## src/rtl/keypad_pkg.sv

```systemverilog
// Shared constants, FSM encoding and helpers for the keypad event path.
package keypad_pkg;

  // Bit positions of the direction keys as the cursor FSM consumes them.
  localparam int KEY_LEFT  = 0;
  localparam int KEY_RIGHT = 1;
  localparam int KEY_DOWN  = 2;
  localparam int KEY_UP    = 3;

  localparam int NUM_KEYS = 8;

  // Default timing, all in ticks of the shared free-running timer.
  localparam logic [31:0] DEF_DEBOUNCE_TICKS = 32'd20;
  localparam logic [31:0] DEF_REPEAT_DELAY   = 32'd250;
  localparam logic [31:0] DEF_REPEAT_RATE    = 32'd100;

  // Event FSM encoding.
  typedef enum logic [1:0] {
    S_IDLE = 2'd0,
    S_FIRE = 2'd1,
    S_WAIT = 2'd2
  } state_t;

  // Index of the lowest set bit; returns 0 for an all-zero vector.
  function automatic logic [2:0] lowest_set(input logic [NUM_KEYS-1:0] v);
    logic [2:0] idx;
    idx = 3'd0;
    for (int i = NUM_KEYS - 1; i >= 0; i--) begin
      if (v[i]) idx = 3'(i);
    end
    return idx;
  endfunction

endpackage

```

## src/rtl/key_debounce.sv

```systemverilog
// One key: 2-FF synchronizer followed by a timer-based debounce.
// The synchronized level is accepted once it has stayed unchanged for
// DEBOUNCE_TICKS timer ticks; elapsed time uses wrapping 32-bit subtraction.
module key_debounce
  import keypad_pkg::*;
#(
  parameter logic [31:0] DEBOUNCE_TICKS = DEF_DEBOUNCE_TICKS
) (
  input  logic        clk,
  input  logic        rst,
  input  logic [31:0] timer,
  input  logic        raw,
  output logic        stable
);

  logic        sync_1;
  logic        sync_2;
  logic        sync_prev;
  logic [31:0] stamp;
  logic [31:0] elapsed;

  // Wrapping difference keeps a timer rollover invisible to the window check.
  assign elapsed = timer - stamp;

  // Synchronize, restart the window on every change, accept a quiet level.
  always_ff @(posedge clk or posedge rst) begin
    if (rst) begin
      sync_1    <= 1'b0;
      sync_2    <= 1'b0;
      sync_prev <= 1'b0;
      stamp     <= 32'd0;
      stable    <= 1'b0;
    end else begin
      sync_1    <= raw;
      sync_2    <= sync_1;
      sync_prev <= sync_2;
      if (sync_2 != sync_prev) begin
        stamp <= timer;
      end else if ((sync_2 != stable) && (elapsed >= DEBOUNCE_TICKS)) begin
        stable <= sync_2;
      end
    end
  end

endmodule

```

## src/rtl/keypad_event_gen.sv

```systemverilog
// Turns 8 raw button pins into debounced levels (key_held) and one-hot,
// single-cycle key events (keypad) with optional auto-repeat.
// Strobe protocol: keypad carries at most one set bit and is high for exactly
// one clk; there is no back-pressure, the consumer must take it that cycle.
// state_dbg exposes the event FSM state for checkers.
module keypad_event_gen
  import keypad_pkg::*;
#(
  parameter logic [31:0] DEBOUNCE_TICKS = DEF_DEBOUNCE_TICKS,
  parameter logic        REPEAT_EN      = 1'b1,
  parameter logic [31:0] REPEAT_DELAY   = DEF_REPEAT_DELAY,
  parameter logic [31:0] REPEAT_RATE    = DEF_REPEAT_RATE,
  parameter logic        ACTIVE_LOW     = 1'b0
) (
  input  logic                clk,
  input  logic                rst,
  input  logic [31:0]         timer,
  input  logic [NUM_KEYS-1:0] raw_keys,
  output logic [NUM_KEYS-1:0] keypad,
  output logic [NUM_KEYS-1:0] key_held,
  output state_t              state_dbg
);

  logic [NUM_KEYS-1:0] keys_in;
  state_t              state;
  logic [2:0]          act;
  logic                rep;
  logic [31:0]         t0;
  logic [31:0]         elapsed;
  logic [31:0]         repeat_limit;

  // Normalize polarity so "pressed" is always 1 from here on.
  assign keys_in = raw_keys ^ {NUM_KEYS{ACTIVE_LOW}};

  for (genvar i = 0; i < NUM_KEYS; i++) begin : g_deb
    key_debounce #(
      .DEBOUNCE_TICKS(DEBOUNCE_TICKS)
    ) u_deb (
      .clk   (clk),
      .rst   (rst),
      .timer (timer),
      .raw   (keys_in[i]),
      .stable(key_held[i])
    );
  end

  // First repeat waits the longer delay, later repeats use the rate.
  assign elapsed      = timer - t0;
  assign repeat_limit = rep ? REPEAT_RATE : REPEAT_DELAY;
  assign state_dbg    = state;

  // Event FSM: pick the lowest held key, strobe it, then hold off until
  // release or the next repeat point.
  always_ff @(posedge clk or posedge rst) begin
    if (rst) begin
      state  <= S_IDLE;
      act    <= 3'd0;
      rep    <= 1'b0;
      t0     <= 32'd0;
      keypad <= '0;
    end else begin
      case (state)
        S_IDLE: begin
          keypad <= '0;
          if (|key_held) begin
            act   <= lowest_set(key_held);
            rep   <= 1'b0;
            state <= S_FIRE;
          end
        end
        S_FIRE: begin
          keypad <= NUM_KEYS'(1) << act;
          t0     <= timer;
          state  <= S_WAIT;
        end
        S_WAIT: begin
          keypad <= '0;
          if (!key_held[act]) begin
            state <= S_IDLE;
          end else if (REPEAT_EN && (elapsed >= repeat_limit)) begin
            rep   <= 1'b1;
            state <= S_FIRE;
          end
        end
        default: begin
          keypad <= '0;
          state  <= S_IDLE;
        end
      endcase
    end
  end

endmodule

```

## config.mk

```make
export PLATFORM = sky130hd
export DESIGN_NAME = keypad_event_gen
export DESIGN_NICKNAME = d
export VERILOG_FILES = /design/src/rtl/keypad_pkg.sv /design/src/rtl/key_debounce.sv /design/src/rtl/keypad_event_gen.sv
export SDC_FILE = /design/constraint.sdc
export NUM_CORES = 1
export LEC_CHECK = 0
export BUFFER_PORTS_ARGS = -buffer_cell sky130_fd_sc_hd__buf_2
export CAP_MARGIN = 20
export CORE_MARGIN = 5
export CORE_UTILIZATION = 45
export CTS_CLUSTER_SIZE = 10
export DETAILED_ROUTE_END_ITERATION = 6
export SKIP_CTS_REPAIR_TIMING = 1
export SYNTH_ARGS = -nofsm -noshare
export SYNTH_HDL_FRONTEND = slang
export SYNTH_SLANG_ARGS = --single-unit
```

## constraint.sdc

```tcl
create_clock -name clk -period 13.3 [get_ports clk]
set_input_delay 0.665 -clock clk [delete_from_list [all_inputs] [get_ports clk]]
set_output_delay 0.665 -clock clk [all_outputs]
set_load 0.05 [all_outputs]
```

# Word-level counts from Yosys, hierarchy flattened
# Index checks and enable logic that the tools add are counted.
word_totals:
  inputBits: 42
  out_inout_bits: 18
  wordCells: 137
  regBits: 334
op_classes:
  shifts: 1
  n_lt_le_gt_ge: 10
  bitwise_logic: 8
  n_addsub: 9
  reduce_logical: 22
  n_eq_ne: 22
  n_mux: 20
ops:
  columns: ["cell", "n"]
  rows:
  - ["32-bit subtractor", 9]
  - ["32-bit by 5-bit >= comparator with 1-bit output (second input constant)", 8]
  - ["32-bit by 8-bit >= comparator with 1-bit output", 1]
  - ["3-bit two-way mux", 8]
  - ["2-bit AND reduction", 10]
  - ["8-bit two-way mux", 2]
  - ["1-bit inequality test", 16]
  - ["1-bit logical AND", 8]
  - ["1-bit inverter", 8]
  - ["8-bit OR reduction", 1]
  - ["1-bit by 3-bit << shifter with 8-bit output (first input constant)", 1]
  - ["2-bit two-way mux", 3]
  - ["2-bit inequality test (second input constant)", 3]
  - ["2-bit case mux with 3 select lines", 1]
  - ["3-bit by 4-bit less-than comparator with 1-bit output (second input constant)", 1]
  - ["1-bit two-way mux", 4]
  - ["4-bit AND reduction", 1]
  - ["1-bit binary-select mux with 3-bit select", 1]
  - ["3-bit inequality test (second input constant)", 1]
  - ["2-bit by 1-bit equality test with 1-bit output (second input constant)", 1]
  - ["2-bit equality test (second input constant)", 1]
  - ["2-bit logical NOT", 1]
  - ["1-bit case mux with 2 select lines", 1]
  - ["2-bit nonzero test", 1]

# Longest topological paths before layout
# Gate-level depths: netlist of run 1.
logic_depth:
  ltp_word: 8
  mapped_depth: 18
  depth_no_buf: 18

# By module
# From an unflattened synthesis of run 1, not the netlist that was laid out.
unflattened:
  hier_cells: 3817
  area_unflattened_um2: 32401.1
by_module_without_submodules:
  columns: ["module", "seq_area_each_um2", "cells_each", "area_each_um2", "instances"]
  rows:
  - ["key_debounce at g_deb[0].u_deb ...", 900.9, 412, 3525.9, 7]
  - ["keypad_event_gen", 1151.1, 520, 4137.7, 1]
  - ["key_debounce at g_deb[2].u_deb", 900.9, 413, 3582.2, 1]

# Worst setup path before layout of run 1
# OpenSTA, ideal clock, no wires.
synth_timing:
  path_type: "input-to-reg"
  from: "in timer[0]"
  to: "reg g_deb[4].u_deb.stable"
  n_path_buf: 0
  setup_ps: 69
  path_slack_ps: 8646
  required_ps: 13231
  arrival_time_ps: 4585
  stages: 14
  cell_sequence: "clkinv_1 > ha_1 > fa_1 > nand2b_1 > a211o_1 > a311o_1 > a211oi_1 > nor2b_1 > o31ai_1 > mux2_2 > a311o_1 > nor4b_2 > mux2_1 > nand3b_1"
synth_via:
  elab_chain_len: 4
synth_lines:
  columns: ["element", "line", "source"]
  rows:
  - ["from (decl)", "keypad_event_gen.sv:17", "input logic [31:0] timer,"]
  - ["32-bit subtractor", "key_debounce.sv:23", "assign elapsed = timer - stamp;"]
  - ["32-bit by 5-bit >= comparator with 1-bit output", "key_debounce.sv:39", "end else if ((sync_2 != stable) && (elapsed >= DEBOUNCE_TICKS)) begin"]
  - ["1-bit logical AND", "key_debounce.sv:39", null]
  - ["2-bit AND reduction (no source line)", null, null]
  - ["to (signal assigned)", "key_debounce.sv:40", "stable <= sync_2;"]
  - ["to (decl)", "key_debounce.sv:13", "output logic stable"]
# No other way between the ends.
# A chain may end at the register's enable or synchronous reset.

# Worst setup path in the final report of run 1
layout_timing:
  from: "in timer[1]"
  to: "reg g_deb[4].u_deb.stable"
# The elaborated chain is that of the path after synthesis.

==> results of run 1 <==
-- how the worst max path moves through the flow --
stage | depth (start not counted) | slack, ns | startpoint | endpoint
finish | 15 | 8.46 | timer[1] | g_deb[4].u_deb.stable
CTS | 15 | 8.51 | timer[1] | g_deb[4].u_deb.stable
floorplan | 1 | 3.38 | rst | act[0]
detailed placement | 15 | 7.91 | timer[1] | g_deb[4].u_deb.stable
global route | 15 | 8.22 | timer[1] | g_deb[4].u_deb.stable
global placement | 15 | 8.00 | timer[1] | g_deb[4].u_deb.stable
-- stage by stage --
stage	total power [W]	instance area [sq um]	setup WS, ns	hold WS (ns)
3_3_place_gp	0.003797	31750	7.997	0.3326
4_1_cts	0.004988	33080	8.511	0.1566
5_1_grt	0.005372	33110	8.218	0.1712
6_report	0.004981	33110	8.458	0.1809
3_5_place_dp	0.003808	31750	7.912	0.3364
2_1_floorplan	0.003248	30500	3.382	0.3312
-- state kept, by name, indices dropped and copies added (netlist names) --
register               flops
g_deb.u_deb.stamp        256
t0                        32
g_deb.u_deb.stable         8
g_deb.u_deb.sync_1         8
g_deb.u_deb.sync_2         8
g_deb.u_deb.sync_prev      8
keypad                     8
act                        3
state_dbg                  2
rep                        1
-- worst max-delay path, stage by stage --
cell and delay, ns:
buf_2 0.35, inv_1 0.27, buf_4 0.28, fa_1 0.46, nand2b_1 0.22, a211o_1 0.34
a311o_1 0.43, a211oi_1 0.37, nor2b_1 0.12, o31ai_1 0.38, mux2_2 0.38, a311o_1 0.33
nor4b_2 0.31, mux2_1 0.35, nand3b_1 0.08
-- cells by family (layout without fill, tap and decap cells) --
kind of cell,Yosys count,count (layout)
adder cells (fa/ha/maj),293,293
XOR/XNOR,117,117
AND/OR/NAND/NOR,1046,1046
AO/OA/AOI/OAI,1062,1062
buffers and inverters,480,529
flip-flops,334,334
multiplexers,280,280
-- area by class of cell --
cell class	instances	area (sq um)
sequential	334	8358
inverter	370	1396
timing repair buffer	91	568.0
tap	873	1092
fill	6547	34050
clock buffer	59	1209
clock inverter	9	120.1
multi-input combinational	2798	20360
-- Yosys cell counts, types with 33 or more instances --
cell,instances
o21ai_0,232
ha_1,284
nor3_1,84
mux2_2,247
xnor2_1,70
nand4_1,55
a31oi_1,47
nand2_1,285
nand3_1,64
a21o_1,100
nor2_1,220
o21a_1,49
a211oi_1,40
nor4_1,38
nor2b_1,51
a21oi_1,247
and3_1,36
clkbuf_1,93
dfrtp_1,334
xor2_1,46
nand2b_1,61
inv_1,368
o211ai_1,33
-- power breakdown --
| group | internal (W) | switching, W |
|---|---|---|
| sequential | 0.00120 | 0.000104 |
| clock | 0.000685 | 0.000461 |
| combinational | 0.00103 | 0.00150 |
| total | 0.00292 | 0.00206 |
-- routing by layer --
metal,vias to the layer above,global-route usage,part of all wire
met1,12870,0.3224,0.47
met5,-,0,0
met3,110,0.02683,0.044
met4,0,0.05324,0.025
met2,578,0.3825,0.46
li1,13310,-,-
==> impl_metrics.json, run 1 <==
{
  "synth.area.top_cells": "dfrtp_1, ha_1, mux2_2, inv_1, a21oi_1",
  "layout-drive-gt1-share": 0.1259,
  "fin_crit_ns": 4.842,
  "yosys.area_share.simple": 0.1729,
  "skew_ns": 0.01509,
  "fmax_ghz": 0.2065,
  "htree_levels": 2,
  "cts_buffer_depth": 3,
  "cellPowerDensity_nw_per_um2": 150.5,
  "boundaryPins": 60,
  "grt_pass1_vias": 25400,
  "ys_ff_latch": 334,
  "die_w_um": 270.4,
  "final_common_cell": "inv_1",
  "max-vdd-ir-drop_mv": 0.08352,
  "r2r-end": "g_deb[4].u_deb.stable",
  "port_buffers": 59,
  "routed_wl_um": 86670,
  "synth.top_cell.area_share": 0.2740,
  "viasPerCell": 5.926,
  "synth_area_per_cell_sq_um": 8.445,
  "tightest_slew_ns": 0.9234,
  "min_period_over_period": 0.3641,
  "synth_edf_count": 0,
  "outcome": "complete, but fails checks",
  "clk_latency_ns": 0.57,
  "max-cap-violations": 0,
  "final_max_slew_viol_count": 0,
  "synth-xor-area-share": 0.03384,
  "crit_type": "in -> reg",
  "synth_cell_type_count": 103,
  "dr.pass1.iters": 7,
  "via_count": 26870,
  "initial_core_util": 0.4542,
  "place.gp.congestion": 0.9210,
  "cts-root-buf": "clkbuf_16",
  "grt_pass1_wl_um": 139000,
  "worstPathMaxFanout": 12,
  "hold_violations": 0,
  "synthFlopType": "dfrtp_1",
  "synth-compound-area-share": 0.2332,
  "fin_util": 0.4930,
  "final_cell_mix": "inv_1, dfrtp_1, nand2_1",
  "yosys_warnings": 0,
  "drc": 6,
  "worstPathArrival_ns": 5.35,
  "syn_inst": 3612,
  "finalSetupTns_ns": 0,
  "async_flop_share": 1.000,
  "grtUsageTotal": 0.2300,
  "grt.overflow.total": 0,
  "die_height_um": 270.4,
  "stdcell_count": 4534,
  "hold_path.class": "in -> async",
  "syn_nets": 3947,
  "violations": "DRC",
  "drt_iter0_drc": 1947,
  "seq_area_frac_synth": 0.2740,
  "synthAdderAreaFrac": 0.1224,
  "place_inst": 4465,
  "setup_viol": 0,
  "rsz0062_at_grt": "false",
  "leakage_nw": 15.16,
  "syn_area_sq_um": 30500,
  "final_nets": 3974,
  "fp.dieArea_sq_um": 73090,
  "cp-end-kind": "register",
  "yosysTopAreaCell": "dfrtp_1",
  "clk_pin_slew_ns": 0.05,
  "slew_headroom": 0.3844,
  "core-area_sq_um": 67160,
  "grt_max_degree": 159,
  "synth_top_family_by_area": "compound AO/OA/AOI/OAI gates",
  "cp-start-kind": "primary input",
  "worst_r2r_path_depth": 13,
  "postRouteAntennaNets": 0,
  "num_rows": 95,
  "antenna_found_initial": 1,
  "numCtsBuffers": 44,
  "clock-sinks": 334,
  "synthMuxAreaShare": 0.1030,
  "antenna_cells": 0,
  "cts_tree": "built",
  "avgRoutedWirePerCell_um": 19.11,
  "dpl.hpwl_um": 61210,
  "reg2reg_slack_ns": 8.95,
  "syn2layout_area_growth_pct": 8.545,
  "worstReg2RegStart": "g_deb[4].u_deb.stamp[0]",
  "cp.required_ns": 13.81
}
Note: power is estimated with default switching activity, not from simulation.
==> inputs of run 2 (changes only) <==
clock period = 4.3 ns   (was 13.3 ns; I/O delays follow)
==> impl_metrics.json, run 2 (same netlist as run 1, synthesis figures left out) <==
{
  "worstPathMaxFanout": 4,
  "cp-end-kind": "register",
  "hold_path.class": "in -> reg",
  "setup_viol": 0,
  "drt_iter0_drc": 1977,
  "final_max_slew_viol_count": 0,
  "largest_reg_flops": 256,
  "final_cell_mix": "inv_1, dfrtp_1, nand2_1",
  "dr.pass1.iters": 5,
  "tightest_slew_ns": 1.059,
  "cp.required_ns": 4.81,
  "die_height_um": 270.4,
  "port_buffers": 59,
  "final_common_cell": "inv_1",
  "reg2reg_slack_ns": 0.23,
  "grt.overflow.total": 0,
  "fin_crit_ns": 4.072,
  "viasPerCell": 5.964,
  "clk_latency_ns": 0.58,
  "worst_r2r_path_depth": 14,
  "r2r-end": "g_deb[4].u_deb.stable",
  "clock-sinks": 334,
  "final_nets": 4044,
  "max-cap-violations": 0,
  "clk_pin_slew_ns": 0.05,
  "numCtsBuffers": 46,
  "placed_cell_area_sq_um": 32290,
  "dpl.hpwl_um": 69180,
  "worstReg2RegStart": "g_deb[4].u_deb.stamp[0]",
  "cellPowerDensity_nw_per_um2": 471.6,
  "path_cells": "ha_1, fa_1, nand2b_1, a211o_1, a311o_1, buf_4, a2111oi_4, o221a_1, o2111ai_2, a2111oi_2, o2111ai_1, nor4b_2, mux2_1, nand3b_1",
  "grt_pass1_vias": 25890,
  "syn2layout_area_growth_pct": 11.47,
  "die_w_um": 270.4,
  "worstPathArrival_ns": 4.58,
  "postRouteAntennaNets": 0,
  "fmax_ghz": 0.2456,
  "num_rows": 95,
  "pre_cts_slack_ns": -0.06083,
  "core-area_sq_um": 67160,
  "grt_max_degree": 108,
  "skew_ns": 0.01999,
  "outcome": "finished clean",
  "top_register": "g_deb.u_deb.stamp",
  "initial_core_util": 0.4542,
  "hold_violations": 0,
  "avgRoutedWirePerCell_um": 20.07,
  "fp.dieArea_sq_um": 73090,
  "stdcell_count": 4612,
  "max-vdd-ir-drop_mv": 0.3111,
  "post-route-cell-area_sq_um": 34000,
  "cts_tree": "built",
  "crit_type": "reg -> reg",
  "htree_levels": 2,
  "cpPeakStageDelay_ns": 0.42,
  "rsz0062_at_grt": "false",
  "hold_end": "t0[3]",
  "via_count": 27510,
  "grtUsageTotal": 0.2443,
  "routed_wl_um": 92540,
  "leakage_nw": 15.62,
  "drc": 0,
  "cp-start-kind": "register",
  "holdCritStartpoint": "timer[3]",
  "fin_util": 0.5063,
  "cts_buffer_depth": 3,
  "min_period_over_period": 0.9469,
  "cts-root-buf": "clkbuf_16",
  "place_inst": 4522,
  "slowest_stage": "fa_1",
  "antenna_found_initial": 5,
  "boundaryPins": 60,
  "place.gp.congestion": 0.9275,
  "layout-drive-gt1-share": 0.1429,
  "fillers": 6472,
  "hold_depth": 3,
  "setup_slack_ns": 0.2282,
  "finalSetupTns_ns": 0,
  "reg_top3": "g_deb.u_deb.stamp x256, t0 x32",
  "slew_headroom": 0.2906,
  "grt_pass1_wl_um": 145800
}
## run 2: changes by cell type in the layout (fill, tap and decap cells not counted), sizes merged
cell,before,now
clkinvlp,0,1
inv,369,368
clkbuf,59,66
dlygate4sd3,0,10
buf,91,149
diode,0,1
bufinv,3,5
## run 2: how the worst max path moves through the flow
| stage | cells past startpoint | from | end | slack, ns |
|---|---|---|---|---|
| after floorplan | 1 | rst | act[0] | -0.38 |
| final | 14 | g_deb[4].u_deb.stamp[0] | g_deb[4].u_deb.stable | 0.23 |
| after detailed placement | 20 | timer[0] | state_dbg[0] | -0.06 |
| after global routing | 14 | g_deb[4].u_deb.stamp[0] | g_deb[4].u_deb.stable | 0.02 |
| after global placement | 15 | timer[0] | g_deb[4].u_deb.stable | 0.05 |
| after CTS | 18 | t0[1] | state_dbg[0] | 0.05 |
## run 2: cell type report
type / instances / area [sq um] / area share
tap: 873 / 1092 / 0.03213
timing repair buffer: 159 / 1204 / 0.03540
inverter: 370 / 1393 / 0.04096
antenna: 1 / 2.502 / 0.00007360
multi-input combinational: 2798 / 20410 / 0.6002
clock inverter: 11 / 183.9 / 0.005410
clock buffer: 66 / 1360 / 0.04000
sequential: 334 / 8358 / 0.2458
## run 2: stage by stage
stage | hold slack [ns] | total power [W]
after CTS | -0.2959 | 0.01603
after detailed placement | 0.3203 | 0.01197
after floorplan | 0.2464 | 0.01005
after global placement | 0.3126 | 0.01195
final | 0.05637 | 0.01603
after global routing | 0.06537 | 0.01722
## run 2: worst max-delay path, delay by kind of cell (launching register included)
family,cells,cell delay (ns)
flip-flops,1,0.38
AO/OA/AOI/OAI,7,1.97
adder cells (fa/ha/maj),2,0.64
multiplexers,1,0.35
AND/OR/NAND/NOR,3,0.51
buffers and inverters,1,0.17
## run 2: layer usage
metal  global-route usage  wire, um  up-vias
met1               0.3370     42520    13250
li1                     -         -    13450
met3              0.03775      4863      129
met4              0.06861      2843        6
met5                    0        45        -
met2               0.4000     42260      670
## run 2: where the power goes
group          total [W]  internal (W)  switching [W]
Combinational    0.00801       0.00327        0.00475
Sequential       0.00407       0.00372       0.000349
Clock            0.00395       0.00247        0.00148
